===== src/rtl/arb_pkg.sv =====
// rtl/arb_pkg.sv - shared types, constants and pick function for mem_bus_arbiter
//
// Contents:
//   ST_IDLE/ST_OWN0/ST_OWN1  state encodings
//   arb_state_t              FSM state enum built on those encodings
//   ERR_RDATA_DEFAULT        read data returned on a timed-out transaction
//   rr_pick()                IDLE arbitration decision
package arb_pkg;

  localparam logic [1:0] ST_IDLE = 2'd0;
  localparam logic [1:0] ST_OWN0 = 2'd1;
  localparam logic [1:0] ST_OWN1 = 2'd2;

  localparam logic [31:0] ERR_RDATA_DEFAULT = 32'hDEADBEEF;

  typedef enum logic [1:0] {
    IDLE = ST_IDLE,
    OWN0 = ST_OWN0,
    OWN1 = ST_OWN1
  } arb_state_t;

  // last_grant: 0 = master 0 was served last, 1 = master 1 was served last.
  // On a tie the master that was not served last wins, unless fixed_prio
  // forces master 0.
  function automatic arb_state_t rr_pick(
    input logic m0_valid,
    input logic m1_valid,
    input logic last_grant,
    input logic fixed_prio
  );
    arb_state_t pick;
    pick = IDLE;
    if (m0_valid && m1_valid) begin
      if (fixed_prio || last_grant) pick = OWN0;
      else                          pick = OWN1;
    end else if (m0_valid) begin
      pick = OWN0;
    end else if (m1_valid) begin
      pick = OWN1;
    end
    return pick;
  endfunction

endpackage


===== src/rtl/mem_bus_arbiter.sv =====
// rtl/mem_bus_arbiter.sv - two-master to one-slave valid/ready memory bus arbiter
//
// One transaction in flight; the grant is held until the slave returns ready.
// Round-robin by default, fixed priority to master 0 when FIXED_PRIO=1.
// Optional slave-response timeout is built when ARB_TIMEOUT_EN is defined.
//
// Ports:
//   clk, rstn                     clock, asynchronous active-low reset
//   m0_* / m1_*                   master requests (valid, addr, wdata, wstrb)
//                                 and responses (ready pulse, rdata)
//   s_valid/s_addr/s_wdata/s_wstrb request muxed to the slave decoder
//   s_ready/s_rdata               slave completion pulse and read data
//   grant                         one-hot current owner, 00 = idle
//   timeout_err                   one-cycle timeout pulse (0 without ARB_TIMEOUT_EN)
module mem_bus_arbiter
  import arb_pkg::*;
#(
  parameter int          FIXED_PRIO     = 0,
  parameter int          TIMEOUT_CYCLES = 256,
  parameter logic [31:0] ERR_RDATA      = ERR_RDATA_DEFAULT
) (
  input  logic        clk,
  input  logic        rstn,
  input  logic        m0_valid,
  input  logic [31:0] m0_addr,
  input  logic [31:0] m0_wdata,
  input  logic [3:0]  m0_wstrb,
  output logic        m0_ready,
  output logic [31:0] m0_rdata,
  input  logic        m1_valid,
  input  logic [31:0] m1_addr,
  input  logic [31:0] m1_wdata,
  input  logic [3:0]  m1_wstrb,
  output logic        m1_ready,
  output logic [31:0] m1_rdata,
  output logic        s_valid,
  output logic [31:0] s_addr,
  output logic [31:0] s_wdata,
  output logic [3:0]  s_wstrb,
  input  logic        s_ready,
  input  logic [31:0] s_rdata,
  output logic [1:0]  grant,
  output logic        timeout_err
);

  if (TIMEOUT_CYCLES < 2) begin : g_bad_timeout
    $error("mem_bus_arbiter: TIMEOUT_CYCLES must be at least 2");
  end

  arb_state_t state, state_nxt;
  logic       last_grant, last_grant_nxt;
  logic       own_valid;
  logic       done;
  logic       tmo_hit;
  logic [31:0] resp_rdata;

  // Request valid of whichever master currently owns the bus.
  always_comb begin
    own_valid = 1'b0;
    case (state)
      OWN0:    own_valid = m0_valid;
      OWN1:    own_valid = m1_valid;
      default: own_valid = 1'b0;
    endcase
  end

`ifdef ARB_TIMEOUT_EN
  localparam int CNT_W = $clog2(TIMEOUT_CYCLES);
  localparam logic [CNT_W-1:0] TMO_LAST = CNT_W'(TIMEOUT_CYCLES - 1);

  logic [CNT_W-1:0] tmo_cnt;

  // Counter is zero in IDLE, so every OWNx entry starts from zero; it counts
  // owned cycles that pass without a slave response.
  assign tmo_hit = (state != IDLE) && own_valid && !s_ready && (tmo_cnt == TMO_LAST);

  always_ff @(posedge clk or negedge rstn) begin
    if (!rstn) begin
      tmo_cnt <= '0;
    end else if ((state == IDLE) || s_ready || tmo_hit || !own_valid) begin
      tmo_cnt <= '0;
    end else begin
      tmo_cnt <= tmo_cnt + 1'b1;
    end
  end
`else
  assign tmo_hit = 1'b0;
`endif

  always_ff @(posedge clk or negedge rstn) begin
    if (!rstn) begin
      state      <= IDLE;
      last_grant <= 1'b1;
    end else begin
      state      <= state_nxt;
      last_grant <= last_grant_nxt;
    end
  end

  always_comb begin
    state_nxt      = state;
    last_grant_nxt = last_grant;
    done           = 1'b0;
    case (state)
      IDLE: begin
        state_nxt = rr_pick(m0_valid, m1_valid, last_grant, FIXED_PRIO != 0);
      end
      OWN0, OWN1: begin
        if (s_ready || tmo_hit) begin
          done           = 1'b1;
          state_nxt      = IDLE;
          last_grant_nxt = (state == OWN1);
        end else if (!own_valid) begin
          // Master withdrew its request: release without crediting it.
          state_nxt = IDLE;
        end
      end
      default: state_nxt = IDLE;
    endcase
  end

  assign grant       = {state == OWN1, state == OWN0};
  assign s_valid     = own_valid && !tmo_hit;
  assign s_addr      = (state == OWN1) ? m1_addr  : m0_addr;
  assign s_wdata     = (state == OWN1) ? m1_wdata : m0_wdata;
  assign s_wstrb     = (state == OWN1) ? m1_wstrb : m0_wstrb;
  assign timeout_err = tmo_hit;

  // A timeout is only possible when s_ready is low, so the error word never
  // masks a real slave response.
  assign resp_rdata = tmo_hit ? ERR_RDATA : s_rdata;

  assign m0_ready = done && (state == OWN0);
  assign m1_ready = done && (state == OWN1);
  assign m0_rdata = m0_ready ? resp_rdata : 32'd0;
  assign m1_rdata = m1_ready ? resp_rdata : 32'd0;

endmodule

===== config.mk =====
export PLATFORM = sky130hd
export DESIGN_NAME = mem_bus_arbiter
export DESIGN_NICKNAME = d
export VERILOG_FILES = /design/src/rtl/arb_pkg.sv /design/src/rtl/mem_bus_arbiter.sv
export SDC_FILE = /design/constraint.sdc
export NUM_CORES = 1
export LEC_CHECK = 0
export BUFFER_PORTS_ARGS = -buffer_cell sky130_fd_sc_hd__buf_2
export CELL_PAD_IN_SITES_DETAIL_PLACEMENT = 1
export CELL_PAD_IN_SITES_GLOBAL_PLACEMENT = 1
export CORE_AREA = 2 2 121 123
export CTS_BUF_LIST = sky130_fd_sc_hd__clkbuf_8 sky130_fd_sc_hd__clkbuf_16
export CTS_CLUSTER_DIAMETER = 120
export DETAILED_ROUTE_END_ITERATION = 6
export DIE_AREA = 0 0 123 125
export PLACE_DENSITY_LB_ADDON = 0.3
export SYNTH_ARGS = -nofsm -noshare
export SYNTH_HDL_FRONTEND = slang
export SYNTH_SLANG_ARGS = --single-unit

===== constraint.sdc =====
create_clock -name clk -period 3.7 [get_ports clk]
set_clock_uncertainty 0.1 [all_clocks]
set_input_delay 0.185 -clock clk [delete_from_list [all_inputs] [get_ports clk]]
set_output_delay 0.185 -clock clk [all_outputs]
set_load 0.02 [all_outputs]

# Yosys cells after proc, flatten, opt, wreduce, memory -nomap -nowiden
# Cells that the tools add are included.
# totals
ff_bits	3
in_bits	173
output_inout_bits	138
# classes
n_eq_ne	3
muxes	15
reduce_logical	6
# ops
cell	n
$mux 32	4
$mux 2	6
$mux 4	1
$pmux 2 s2	1
$logic_and 1x1->1	3
$ne 3x3->1 const B	1
$eq 2x1->1 const B	1
$eq 2x2->1 const B	1
$logic_not 2->1	1
$mux 1	2
$pmux 1 s2	1
$reduce_and 2->1	1
$reduce_or 2->1	1

# Longest topological paths before layout
# logic_depth
word_depth	5
ltp_mapped	5
ltp_nobuf	5

# Least setup slack after synthesis
# No wires, ideal clock.
# synth_path
path_type	register to output
start	register state[0]
end	output s_wdata[30]
arrival_time_ps	1506
required_time_ps	3415
slack_ps	1909
path_stages_with_launch	6
n_path_buf	2
cell_sequence	dfrtp_1 inv_1 ha_1 buf_6 buf_6 mux2_1
# synth_via
elab_chain_len	2
# synth_rtl
element	line_no	text
from (decl)	mem_bus_arbiter.sv:50	arb_state_t state, state_nxt;
from (signal assigned)	mem_bus_arbiter.sv:95	state <= state_nxt;
$eq 2x2->1	--	
via grant[1]	mem_bus_arbiter.sv:42	output logic [1:0] grant,
$mux 32	mem_bus_arbiter.sv:125	assign s_wdata = (state == OWN1) ? m1_wdata : m0_wdata;
to (decl)	mem_bus_arbiter.sv:38	output logic [31:0] s_wdata,
# The timed path passes the listed nets, and every way through them passes these cells.

# Worst setup path in the final report
# layout_path
start	register state[0]
end	output s_wdata[29]
# layout_via
elab_chain_len	2
# layout_rtl
element	line_no
$eq 2x2->1	mem_bus_arbiter.sv:125
$mux 32	mem_bus_arbiter.sv:125
# Every way passes these cells.

==> results.py <==
metrics = {
    "outcome": {
        "status": "complete, no violations",
    },
    "floorplan": {
        "die_w_um": 123,
        "io_pins": 311,
        "die_y_um": 125,
        "floorplan.initialDensity_pct": 10.9,
        "die_area_um2": 15400,
        "std_cell_rows": 44,
        "core-area_um2": 14200,
    },
    "placement": {
        "dp_hpwl_um": 8280,
        "place_congestion": 0.970,
        "dp.cells": 648,
        "portBuffers": 309,
    },
    "clock_network": {
        "ctsRootBufferMaster": "clkbuf_16",
        "htree_levels": 1,
        "cts_sinks": 3,
        "clk_pin_slew_worst_paths_ns": 0.03,
        "clk_latency_ns": 0.22,
        "post-cts-setup-buffers": 0,
        "numCtsBuffers": 3,
        "cts_resized": 0,
        "cts.path.max_buffers": 2,
        "cts_tree": "yes",
        "cts_hold_buf": 1,
    },
    "yosys": {
        "yosys.cell_count.top_type": "mux2_2",
        "async_flop_share_pct": 100,
        "synth_edf_count": 0,
        "netlist_top_cells_count": "mux2_2 (65), and3_1 (30), and2_1 (27), buf_6 (9), and2_2 (6)",
        "synth_top_flop_cell": "dfrtp_1",
        "ys_seq_area_share_pct": 4.94,
        "ys_types": 24,
        "synth_nets": 348,
        "synth_top_area_share_pct": 47.4,
        "synth_area_leaders": "mux2_2 (47%), and3_1 (12%), and2_1 (11%), buf_6 (6.6%), dfrtp_1 (3.2%)",
        "yosysWarningCount": 0,
        "syn_area_per_cell_um2": 8.98,
        "ys_ff_latch": 3,
        "synth_area_leader_cell": "mux2_2",
        "syn_area_um2": 1550,
        "syn_inst": 172,
    },
    "power": {
        "switching_share_pct": 50.7,
        "ir_worst_vdd_v": 0.000210,
        "p_int_uw": 702,
        "clkPwrFrac_pct": 11.7,
        "switching_power_uw": 722,
        "pwr-share-comb_pct": 84.3,
        "p_seq_share_pct": 4.0,
        "p_leak_uw": 0.00202,
        "p_per_area_nw_per_um2": 432,
    },
    "timing": {
        "worst_pin_slew_ns": 0.618,
        "hold_viol_final": 0,
        "period_needed_ns": 2.48,
        "relSlewSlack_pct": 58.8,
        "fmax_mhz": 403,
        "rsz0062_at_grt": "no",
        "fin_setup_tns_ns": 0,
        "post-route-period-util_pct": 67.0,
        "timing.hold.ws_ns": 0.203,
        "setup_viol": 0,
        "maxSlewViolCount": 0,
    },
    "critical_path": {
        "cp-startpoint": "state[0]",
        "r2r-start": "state[0]",
        "crit_fanout": 57,
        "cp-start-kind": "flip-flop",
        "crit_path_end_kind": "output pin",
        "r2r_setup_slack_ns": 1.74,
        "cp.arrival_ns": 2.19,
        "cp.required_ns": 3.41,
        "crit_type": "reg -> out",
    },
    "detailed_routing": {
        "wire_per_inst_um": 14.3,
        "finalWirelength_um": 9330,
        "vias": 2502,
        "drt_iter0_drc": 29,
        "remaining_drc_errors": 0,
        "vias_per_cell": 3.83,
        "drt_first_pass_iters": 4,
        "antenna_left": 0,
    },
    "grt": {
        "grt.total_usage_pct": 10.7,
        "grt_max_degree": 58,
        "grt_pass1_vias": 2523,
        "grt_overflow": 0,
        "antenna_found_initial": 0,
        "grt_pass1_wl_um": 13400,
    },
    "finish": {
        "finalNetCount": 646,
        "drive_above_1_share_pct": 83.2,
        "final_cells": 653,
        "final_util_pct": 23.2,
        "n_antenna_cell": 0,
        "syn2layout_area_growth_pct": 113,
    },
    "run": {
        "maxCapViolations": 0,
    },
    "worst_hold_path": {
        "min_path_type": "in -> async",
    },
}
[layout by cell type (no fill, tap or decap), types with 3 or more instances in the layout]
cell       count
buf_2        309
mux2_2        65
and3_1        30
and2_1        27
and2_2         6
inv_1          4
mux2_1         4
clkbuf_16      3
[sequential cells by signal, summed over array words and instances (netlist names)]
name,count
last_grant,1
state,2
[metal layers]
layer | GRT usage [%] | share of wire (%)
met2 | 20.9 | 51
met1 | 12.0 | 37
met4 | 1.00 | 0.23
met3 | 2.55 | 11
met5 | 0 | 0
[kinds of logic after synthesis]
family          Yosys count  synth area share, %
flops                     3                 4.94
simple gates             71                 29.7
fa+ha+maj                 3                 2.43
mux                      71                 51.6
compound gates            2                0.972
buf+inv                  21                 10.1
other cells               1                0.243
[power groups by stage]
| stage | clock [uW] | combinational, uW | sequential [uW] |
|---|---|---|---|
| floorplan | 0 | 853 | 52.1 |
| global placement | 0 | 1200 | 55.1 |
| detailed placement | 0 | 1220 | 56.8 |
| CTS | 170 | 1220 | 56.7 |
| global route | 172 | 1290 | 57.9 |
| finish | 167 | 1200 | 56.3 |
[cell type report]
type,instances,area [um2]
well taps,184,230
clock buffers,3,75.1
clock inverters,1,3.75
flip-flops and latches,3,76.3
inverters,3,11.3
repair buffers,311,1580
multi-input cells,148,1330
fillers,1798,10900
[final timing paths]
path                                to  cells past startpoint
max                        s_wdata[29]                      5
min reg2reg                   state[0]                      2
min                           state[0]                      2
min in group clk              state[1]                      3
max in group asynchronous   last_grant                      2
max reg2reg                   state[1]                      5
[worst max-delay path, cell delays in order (launching register included)]
cell     delay (ns)
dfrtp_1        0.37
inv_1          0.13
ha_4           0.54
buf_12         0.31
mux2_2         0.38
buf_2          0.17
[per-stage QoR]
stage                     power [uW]  setup slack (ns)  instance area [um2]
after floorplan                  905              1.91                 1550
after global placement          1250              1.48                 3210
after detailed placement        1270              1.43                 3210
after CTS                       1450              1.20                 3300
after global routing            1520              1.09                 3300
final                           1420              1.22                 3300
Note: power is estimated with default switching activity, not from simulation.
